File: src/rtl/if_pkg.sv
// rtl/if_pkg.sv - shared types and constants for the instruction-fetch stage
// Purpose: fetch FSM state encoding, bubble instruction and PC increment.
// Ports: none (package).
package if_pkg;

  typedef enum logic [1:0] {
    FETCH = 2'd0,  // request presented to instruction memory
    WAIT  = 2'd1,  // request accepted, response pending
    DROP  = 2'd2,  // stale response pending after a redirect
    VALID = 2'd3   // instruction held in the output register
  } fetch_state_t;

  localparam logic [31:0] BUBBLE_INST = 32'h0000_0000;
  localparam logic [31:0] PC_STEP     = 32'd4;

endpackage

File: src/rtl/if_fetch_unit.sv
// rtl/if_fetch_unit.sv - instruction fetch stage with single-outstanding imem access
// Purpose: holds the PC, fetches one instruction at a time and presents it to IF/ID,
//          applying EX redirects and the hazard-unit freeze.
// Ports:
//   clk, rst (async, active-low)       clock and reset
//   redirect_valid, redirect_pc        taken branch/jump from EX
//   freeze                             hazard stall, shared with IF/ID
//   imem_req_valid/ready, imem_addr    fetch request handshake
//   imem_rsp_valid, imem_rsp_data      fetch response (valid only)
//   flush_o                            flush to IF/ID (combinational)
//   IF_pc, IF_inst, IF_valid           presented instruction, zero bubble when invalid
module if_fetch_unit
  import if_pkg::*;
#(
  parameter logic [31:0] RESET_PC = 32'h0000_0000
) (
  input  logic        clk,
  input  logic        rst,
  input  logic        redirect_valid,
  input  logic [31:0] redirect_pc,
  input  logic        freeze,
  output logic        imem_req_valid,
  input  logic        imem_req_ready,
  output logic [31:0] imem_addr,
  input  logic        imem_rsp_valid,
  input  logic [31:0] imem_rsp_data,
  output logic        flush_o,
  output logic [31:0] IF_pc,
  output logic [31:0] IF_inst,
  output logic        IF_valid
);

  fetch_state_t state_q, state_d;
  logic [31:0]  pc_q, pc_d;
  logic [31:0]  if_pc_q, if_pc_d;
  logic [31:0]  if_inst_q, if_inst_d;
  logic         if_valid_q, if_valid_d;

  logic         req_fire;
  logic         rsp_owed;

  assign req_fire = (state_q == FETCH) && imem_req_ready;

  // A redirect must still swallow the response of any request already accepted,
  // including one accepted at this very edge, unless that response lands now.
  assign rsp_owed = ((state_q == WAIT) || (state_q == DROP) || req_fire) && !imem_rsp_valid;

  // State register
  always_ff @(posedge clk or negedge rst) begin
    if (!rst) begin
      state_q    <= FETCH;
      pc_q       <= RESET_PC;
      if_pc_q    <= 32'h0000_0000;
      if_inst_q  <= BUBBLE_INST;
      if_valid_q <= 1'b0;
    end else begin
      state_q    <= state_d;
      pc_q       <= pc_d;
      if_pc_q    <= if_pc_d;
      if_inst_q  <= if_inst_d;
      if_valid_q <= if_valid_d;
    end
  end

  // Next-state and datapath
  always_comb begin
    state_d    = state_q;
    pc_d       = pc_q;
    if_pc_d    = if_pc_q;
    if_inst_d  = if_inst_q;
    if_valid_d = if_valid_q;

    case (state_q)
      FETCH: begin
        if (req_fire) state_d = WAIT;
      end
      WAIT: begin
        if (imem_rsp_valid) begin
          if_inst_d  = imem_rsp_data;
          if_pc_d    = pc_q;
          if_valid_d = 1'b1;
          pc_d       = pc_q + PC_STEP;
          state_d    = VALID;
        end
      end
      VALID: begin
        // Without freeze IF/ID takes the instruction at this edge.
        if (!freeze) begin
          if_pc_d    = 32'h0000_0000;
          if_inst_d  = BUBBLE_INST;
          if_valid_d = 1'b0;
          state_d    = FETCH;
        end
      end
      DROP: begin
        if (imem_rsp_valid) state_d = FETCH;
      end
      default: state_d = FETCH;
    endcase

    // Redirect overrides freeze and every transition above.
    if (redirect_valid) begin
      pc_d       = redirect_pc & ~32'h3;
      if_pc_d    = 32'h0000_0000;
      if_inst_d  = BUBBLE_INST;
      if_valid_d = 1'b0;
      state_d    = rsp_owed ? DROP : FETCH;
    end
  end

  // Outputs
  always_comb begin
    imem_req_valid = (state_q == FETCH);
    imem_addr      = pc_q;
    flush_o        = redirect_valid;
    IF_pc          = if_pc_q;
    IF_inst        = if_inst_q;
    IF_valid       = if_valid_q;
  end

endmodule

File: config.mk
export PLATFORM = sky130hd
export DESIGN_NAME = if_fetch_unit
export DESIGN_NICKNAME = d
export VERILOG_FILES = /design/src/rtl/if_pkg.sv /design/src/rtl/if_fetch_unit.sv
export SDC_FILE = /design/constraint.sdc
export NUM_CORES = 1
export LEC_CHECK = 0
export BUFFER_PORTS_ARGS = -buffer_cell sky130_fd_sc_hd__buf_2
export CORE_ASPECT_RATIO = 1.75
export CORE_MARGIN = 10
export CORE_UTILIZATION = 48
export DETAILED_ROUTE_END_ITERATION = 8
export HOLD_SLACK_MARGIN = 0.03
export PLACE_DENSITY = 0.85
export SYNTH_ARGS = -nofsm -noshare
export SYNTH_HDL_FRONTEND = slang
export SYNTH_SLANG_ARGS = --single-unit
File: constraint.sdc
create_clock -name clk -period 2.1 [get_ports clk]
set_input_delay 0.105 -clock clk [delete_from_list [all_inputs] [get_ports clk]]
set_output_delay 0.105 -clock clk [all_outputs]
set_load 0.1 [all_outputs]
==> impl_metrics.tcl, run 1 <==
set metrics [dict create \
    setup_violations 0 \
    path_depth 8 \
    fin_tns_setup_ns 0 \
    cts_sinks 96 \
    post-route-util_pct 72.9 \
    skew_ns 0.00852 \
    grt_pass1_wl_mm 21.4 \
    gp_congestion 0.782 \
    clkTransAtPathRegs_ns 0.06 \
    dp_cells 617 \
    grt_max_degree 58 \
    cts_buffer_depth 2 \
    hold_violations 0 \
    ff2ff_path_depth 8 \
    hpwl_mm 8.73 \
    cp_slowest_stage_delay_ns 0.41 \
    synth_seq_area_share_pct 58.2 \
    worstSetupEndpoint "imem_addr[31]" \
    p_leak_nw 3.10 \
    tightestPinTransition_ns 0.699 \
    synth_area_per_cell_um2 11.7 \
    ys_warn_count 0 \
    wl_per_cell_um 19.1 \
    crit_start "state_q[1]" \
    die_x_um 90.1 \
    layoutNonFillerInstCount 696 \
    multi_input_area_um2 1610 \
    path_buf_inv 2 \
    crit_type "register to register" \
    clockRootBuffer "clkbuf_16" \
    cts_tree "yes" \
    synth_top_area_share_pct 58.2 \
    crit_chain "inv_1 -> ha_4 -> nand2_1 -> nor2_1 -> buf_6 -> nand4_2 -> or3_1 -> a31oi_1" \
    place_area_um2 5130 \
    n_antenna_cell 0 \
    max_cap_viol_count 0 \
    grt_use_total_pct 20.5 \
    fin_ws_ns 0.222 \
    r2r_start "state_q[1]" \
    ios 169 \
    vias_per_cell 5.34 \
    r2r_end "imem_addr[31]" \
    initial_core_util_pct 49.3 \
    die_h_um 143 \
    max-slew-margin-rel_pct 53.4 \
    r2r_setup_slack_ns 0.22 \
    ys_types 37 \
    overflow 0 \
    min_period_ns 1.88 \
    grt_pass1_vias 3980 \
    ir_drop_mv 0.564 \
    synth_area_leaders "dfrtp_1, a22o_1, xor2_1, nand2_1, o21ai_0" \
    drc 0 \
    power_mw 6.81 \
    hold_ws_ns 0.121 \
    end_kind "register" \
    outcome "complete, no violations" \
    yosys.area.top_type "dfrtp_1" \
    syn2layout_area_growth_pct 47.7 \
    ant_nets 0 \
    rows 44 \
    die_area_um2 12900 \
    max_freq_mhz 533 \
    cp-start-kind "register" \
    critPathTopFamily "simple AND/OR/NAND/NOR gates" \
    clkLatencyLatePin_ns 0.34 \
    seq_area_um2 2430 \
    arrival_ns 2.14 \
    portBuffers 164 \
    antenna_found_initial 0 \
    final_nets 651 \
    preCtsSetupSlack_ns 0.133 \
    synthesis.area_um2 4130 \
    vias 3714 \
    coreArea_um2 8370 \
    firstDrtPassIters 5 \
    numCtsBuffers 9 \
    synthCells 354 \
    fin_crit_sh_pct 89.4 \
    post_cts_buffers 0 \
    yosys_register_bits 96 \
    power.density_nw_per_um2 1120 \
    drive_above_1_share_pct 37.5 \
    fill_cells 568 \
    rsz0062_at_grt "no" \
    slew_viol_final 0 \
    drt_iter0_drc 223 \
    hold_class "primary input to register" \
    crit_fanout 13 \
    cp_slowest_cell "dfrtp_1" \
    htreeDepth 3 \
    routed_wl_mm 13.3 \
    postLayoutCellArea_um2 6100 \
    critPathRequiredTime_ns 2.36 \
]
==> how the worst min path moves through the flow <==
| stage | slack (ns) | from | end | cells past startpoint |
|---|---|---|---|---|
| 2_1_floorplan | -0.19 | rst | IF_inst[0] | 0 |
| 3_3_place_gp | 0.18 | rst | IF_pc[11] | 1 |
| 5_1_grt | 0.16 | imem_rsp_valid | state_q[1] | 4 |
| 3_5_place_dp | 0.20 | rst | IF_pc[10] | 1 |
| 4_1_cts | 0.11 | imem_rsp_valid | state_q[1] | 4 |
| 6_report | 0.12 | imem_rsp_valid | state_q[1] | 4 |
==> where the power goes <==
group          switching, mW  internal, mW  leakage (nW)
logic                   2.22         0.551          1.69
registers              0.208          2.08          1.25
clock network          0.649          1.11         0.160
total                   3.08          3.74          3.10
==> logic make-up after synthesis <==
logic type | count (synthesis) | share of synthesized area [%]
AO/OA/AOI/OAI | 99 | 18.0
XOR/XNOR | 28 | 5.94
adder cells (fa/ha/maj) | 5 | 1.52
buffers and inverters | 33 | 3.67
flip-flops | 96 | 58.2
multiplexers | 3 | 0.758
other | 1 | 0.0908
AND/OR/NAND/NOR | 89 | 11.9
==> cells in the final DEF, fill, tap and decap left out, drive strengths merged, types with 5 or more instances in the layout <==
master / n
buf: 174
dfrtp: 96
dlygate4sd3: 63
a22o: 62
nand2: 41
o21ai: 31
xor2: 24
nand4: 15
clkbuf: 13
nand3: 9
nor2: 7
inv: 6
and3: 6
ha: 5
==> state kept, by name, summed over array words and instances, names as in the netlist <==
name and cells:
IF_inst 32, IF_pc 31, imem_addr 30, IF_valid 1
state_q 2
==> metal layers <==
metal	share of wire, %	global-route usage [%]	wire, um	vias to the layer above
met4	2.8	9.43	375	0
met2	53	36.6	7000	167
met5	0	0	0	-
met3	5.5	4.20	723	25
met1	39	23.1	5170	1803
li1	-	-	-	1719
==> Yosys cell counts (all sizes together) <==
library cell and n:
dfrtp 96, a31oi 1, nand4b 1, mux2i 2
clkbuf 14, xnor2 4, nand4 15, xor2 24
a211oi 1, a21o 1, nand2 41, buf 13
conb 1, and2 1, nor3 4, or3 1
mux2 1, and4 3, ha 5, inv 6
nor2 7, and3 6, nand3 9, o221ai 1
a21oi 2, a22o 62, nor4 1, o21ai 31
==> cell type report <==
cell class / count / area share [%]
inverters: 6 / 0.369
multi-input cells: 226 / 26.4
repair buffers: 237 / 25.7
clock inverters: 3 / 1.07
clock buffers: 13 / 4.27
well taps: 115 / 2.36
flip-flops and latches: 96 / 39.8
==> worst reg2reg max path, stage by stage (launching register included) <==
cell     delay [ns]
dfrtp_1        0.41
inv_1          0.13
ha_4           0.18
nand2_1        0.07
nor2_1         0.15
buf_6          0.18
nand4_2        0.15
or3_1          0.36
a31oi_1        0.17
==> timing repair <==
item                                    in CTS  in global routing
resized for setup                            0                  3
hold buffers                                63                  0
endpoints found under the setup margin       0                  6
endpoints found under the hold margin      115                  0
Power figures use the tool's default switching activity.
==> inputs of run 2 (changes only) <==
- BUFFER_PORTS_ARGS: -buffer_cell sky130_fd_sc_hd__buf_2 -> default
- CORE_UTILIZATION: 48 -> 56
- DONT_BUFFER_PORTS: default -> 1
- PLACE_DENSITY: 0.85 -> 0.76
==> run 2 against run 1 <==
  * The run now ends with hold timing left
  * Global-route usage rose by 2.8 points
  * Final cell count fell by 14%
  * Design area fell by 2.9%
  * First-iteration DRC count rose by 9.4%
  * Power fell by 1.3%
  * Hold slack got worse by 0.67 ns
  * Register-to-register slack got worse by 0.04 ns
  * Critical path type unchanged
  * Largest cell class unchanged
==> impl_metrics.tcl, run 2 (same netlist as run 1, synthesis figures left out) <==
set metrics [dict create \
    vias 3547 \
    setup_violations 0 \
    layoutNonFillerInstCount 596 \
    hold_ws_ns -0.546 \
    die_h_um 134 \
    clockRootBuffer "clkbuf_16" \
    cts_hold_buf 64 \
    antenna_found_initial 0 \
    slew_viol_final 0 \
    post_cts_buffers 0 \
    critPathTopFamily "simple AND/OR/NAND/NOR gates" \
    rows 41 \
    cts_buffer_depth 2 \
    crit_chain "inv_1 -> ha_2 -> nand4_1 -> nor4_4 -> buf_4 -> nand3_1 -> xor2_1 -> o21ai_0" \
    initial_core_util_pct 57.5 \
    grt_use_total_pct 23.3 \
    final_common_cell "buf_4" \
    met3_usage_pct 6.41 \
    fin_tns_setup_ns 0 \
    vias_per_cell 5.95 \
    cts_sinks 96 \
    arrival_ns 2.16 \
    grt_pass1_vias 3898 \
    dp_cells 516 \
    r2r_end "imem_addr[26]" \
    clkTransAtPathRegs_ns 0.07 \
    n_antenna_cell 0 \
    path_buf_inv 2 \
    die_area_um2 11300 \
    final_nets 580 \
    end_kind "register" \
    syn2layout_area_growth_pct 43.4 \
    use_met2_pct 41.6 \
    drive_above_1_share_pct 29.6 \
    hold_violations 96 \
    critPathRequiredTime_ns 2.35 \
    post-route-util_pct 82.5 \
    skew_ns 0.00829 \
    largest_reg_flops 32 \
    r2r_start "state_q[1]" \
    preCtsSetupSlack_ns 0.164 \
    ant_nets 0 \
    hpwl_mm 8.18 \
    fin_crit_sh_pct 91.3 \
    outcome "finished, violations left" \
    mostFrequentLayoutCells "buf_4, dfrtp_1, dlygate4sd3_1" \
    max_cap_viol_count 0 \
    hold_class "primary input to asynchronous set/reset pin" \
    fin_ws_ns 0.183 \
    use_met1_pct 24.6 \
    routed_wl_mm 13.3 \
    grt_pass1_wl_mm 21.5 \
    cp_slowest_cell "dfrtp_1" \
    cts_tree "yes" \
    crit_fanout 9 \
    max_freq_mhz 522 \
    tightestPinTransition_ns 0.548 \
    violations "hold timing" \
    r2r_setup_slack_ns 0.18 \
    firstDrtPassIters 4 \
    portBuffers 0 \
    numCtsBuffers 9 \
    busiest_layer "met2" \
    die_x_um 84.9 \
    rsz0062_at_grt "no" \
    gp_congestion 0.769 \
    wl_per_cell_um 22.3 \
    ios 169 \
    crit_type "register to register" \
    overflow 0 \
    drt_iter0_drc 244 \
    cp_slowest_stage_delay_ns 0.41 \
    ir_drop_mv 0.937 \
    p_leak_nw 2.82 \
    ff2ff_path_depth 8 \
    grt_max_degree 97 \
    drc 0 \
    coreArea_um2 7180 \
    min_period_ns 1.92 \
    power.density_nw_per_um2 1140 \
    cp-start-kind "register" \
    clkLatencyLatePin_ns 0.34 \
    max-slew-margin-rel_pct 63.5 \
    htreeDepth 3 \
]
run 2: per-layer routing:
metal | vias to the layer above | part of all wire [%]
met5 | - | 0
met4 | 0 | 2.5
met3 | 27 | 7.9
met2 | 170 | 54
met1 | 1775 | 35
li1 | 1575 | -
run 2: how the worst max path moves through the flow:
stage / cells past startpoint / start / to / slack [ns]
CTS: 8 / state_q[1] / imem_addr[16] / 0.14
floorplan: 5 / imem_addr[23] / imem_addr[31] / 0.007
finish: 8 / state_q[1] / imem_addr[26] / 0.18
global placement: 8 / state_q[1] / imem_addr[31] / 0.24
global route: 8 / state_q[1] / imem_addr[26] / 0.07
detailed placement: 8 / state_q[1] / imem_addr[16] / 0.16
run 2: worst register-to-register path: cells and delay by family (launching register included):
family | cells | cell delay, ns
AOI/OAI and AO/OA | 1 | 0.18
xor gates and xnor gates | 1 | 0.17
adders and majority gates | 1 | 0.25
buffers and inverters | 2 | 0.32
DFF | 1 | 0.41
and+or+nand+nor | 3 | 0.49
run 2: repair_timing:
action	in CTS	in global routing
endpoints found under the setup margin	0	4
endpoints found under the hold margin	160	96
resized for setup	0	2
run 2: final cells by class:
class                   instances  area [um^2]
clock buffers                  10          239
clock inverters                 6         68.8
fillers                       416         1260
inverters                       6         22.5
multi-input cells             226         1600
flip-flops and latches         96         2430
well taps                      86          108
repair buffers                166         1450
run 2: stage by stage:
| stage | power, mW | hold WS (ns) | cell area, um^2 |
|---|---|---|---|
| 2_1_floorplan | 4.40 | -0.191 | 4160 |
| 3_3_place_gp | 4.90 | -0.187 | 4960 |
| 3_5_place_dp | 4.96 | -0.188 | 4960 |
| 4_1_cts | 6.72 | -0.551 | 5920 |
| 5_1_grt | 6.94 | -0.554 | 5920 |
| 6_report | 6.73 | -0.546 | 5920 |
run 2: where the power goes:
group	internal (mW)	total (mW)	switching, mW
clock network	0.959	1.65	0.689
registers	2.08	2.21	0.137
logic	0.623	2.87	2.24
total	3.66	6.73	3.07
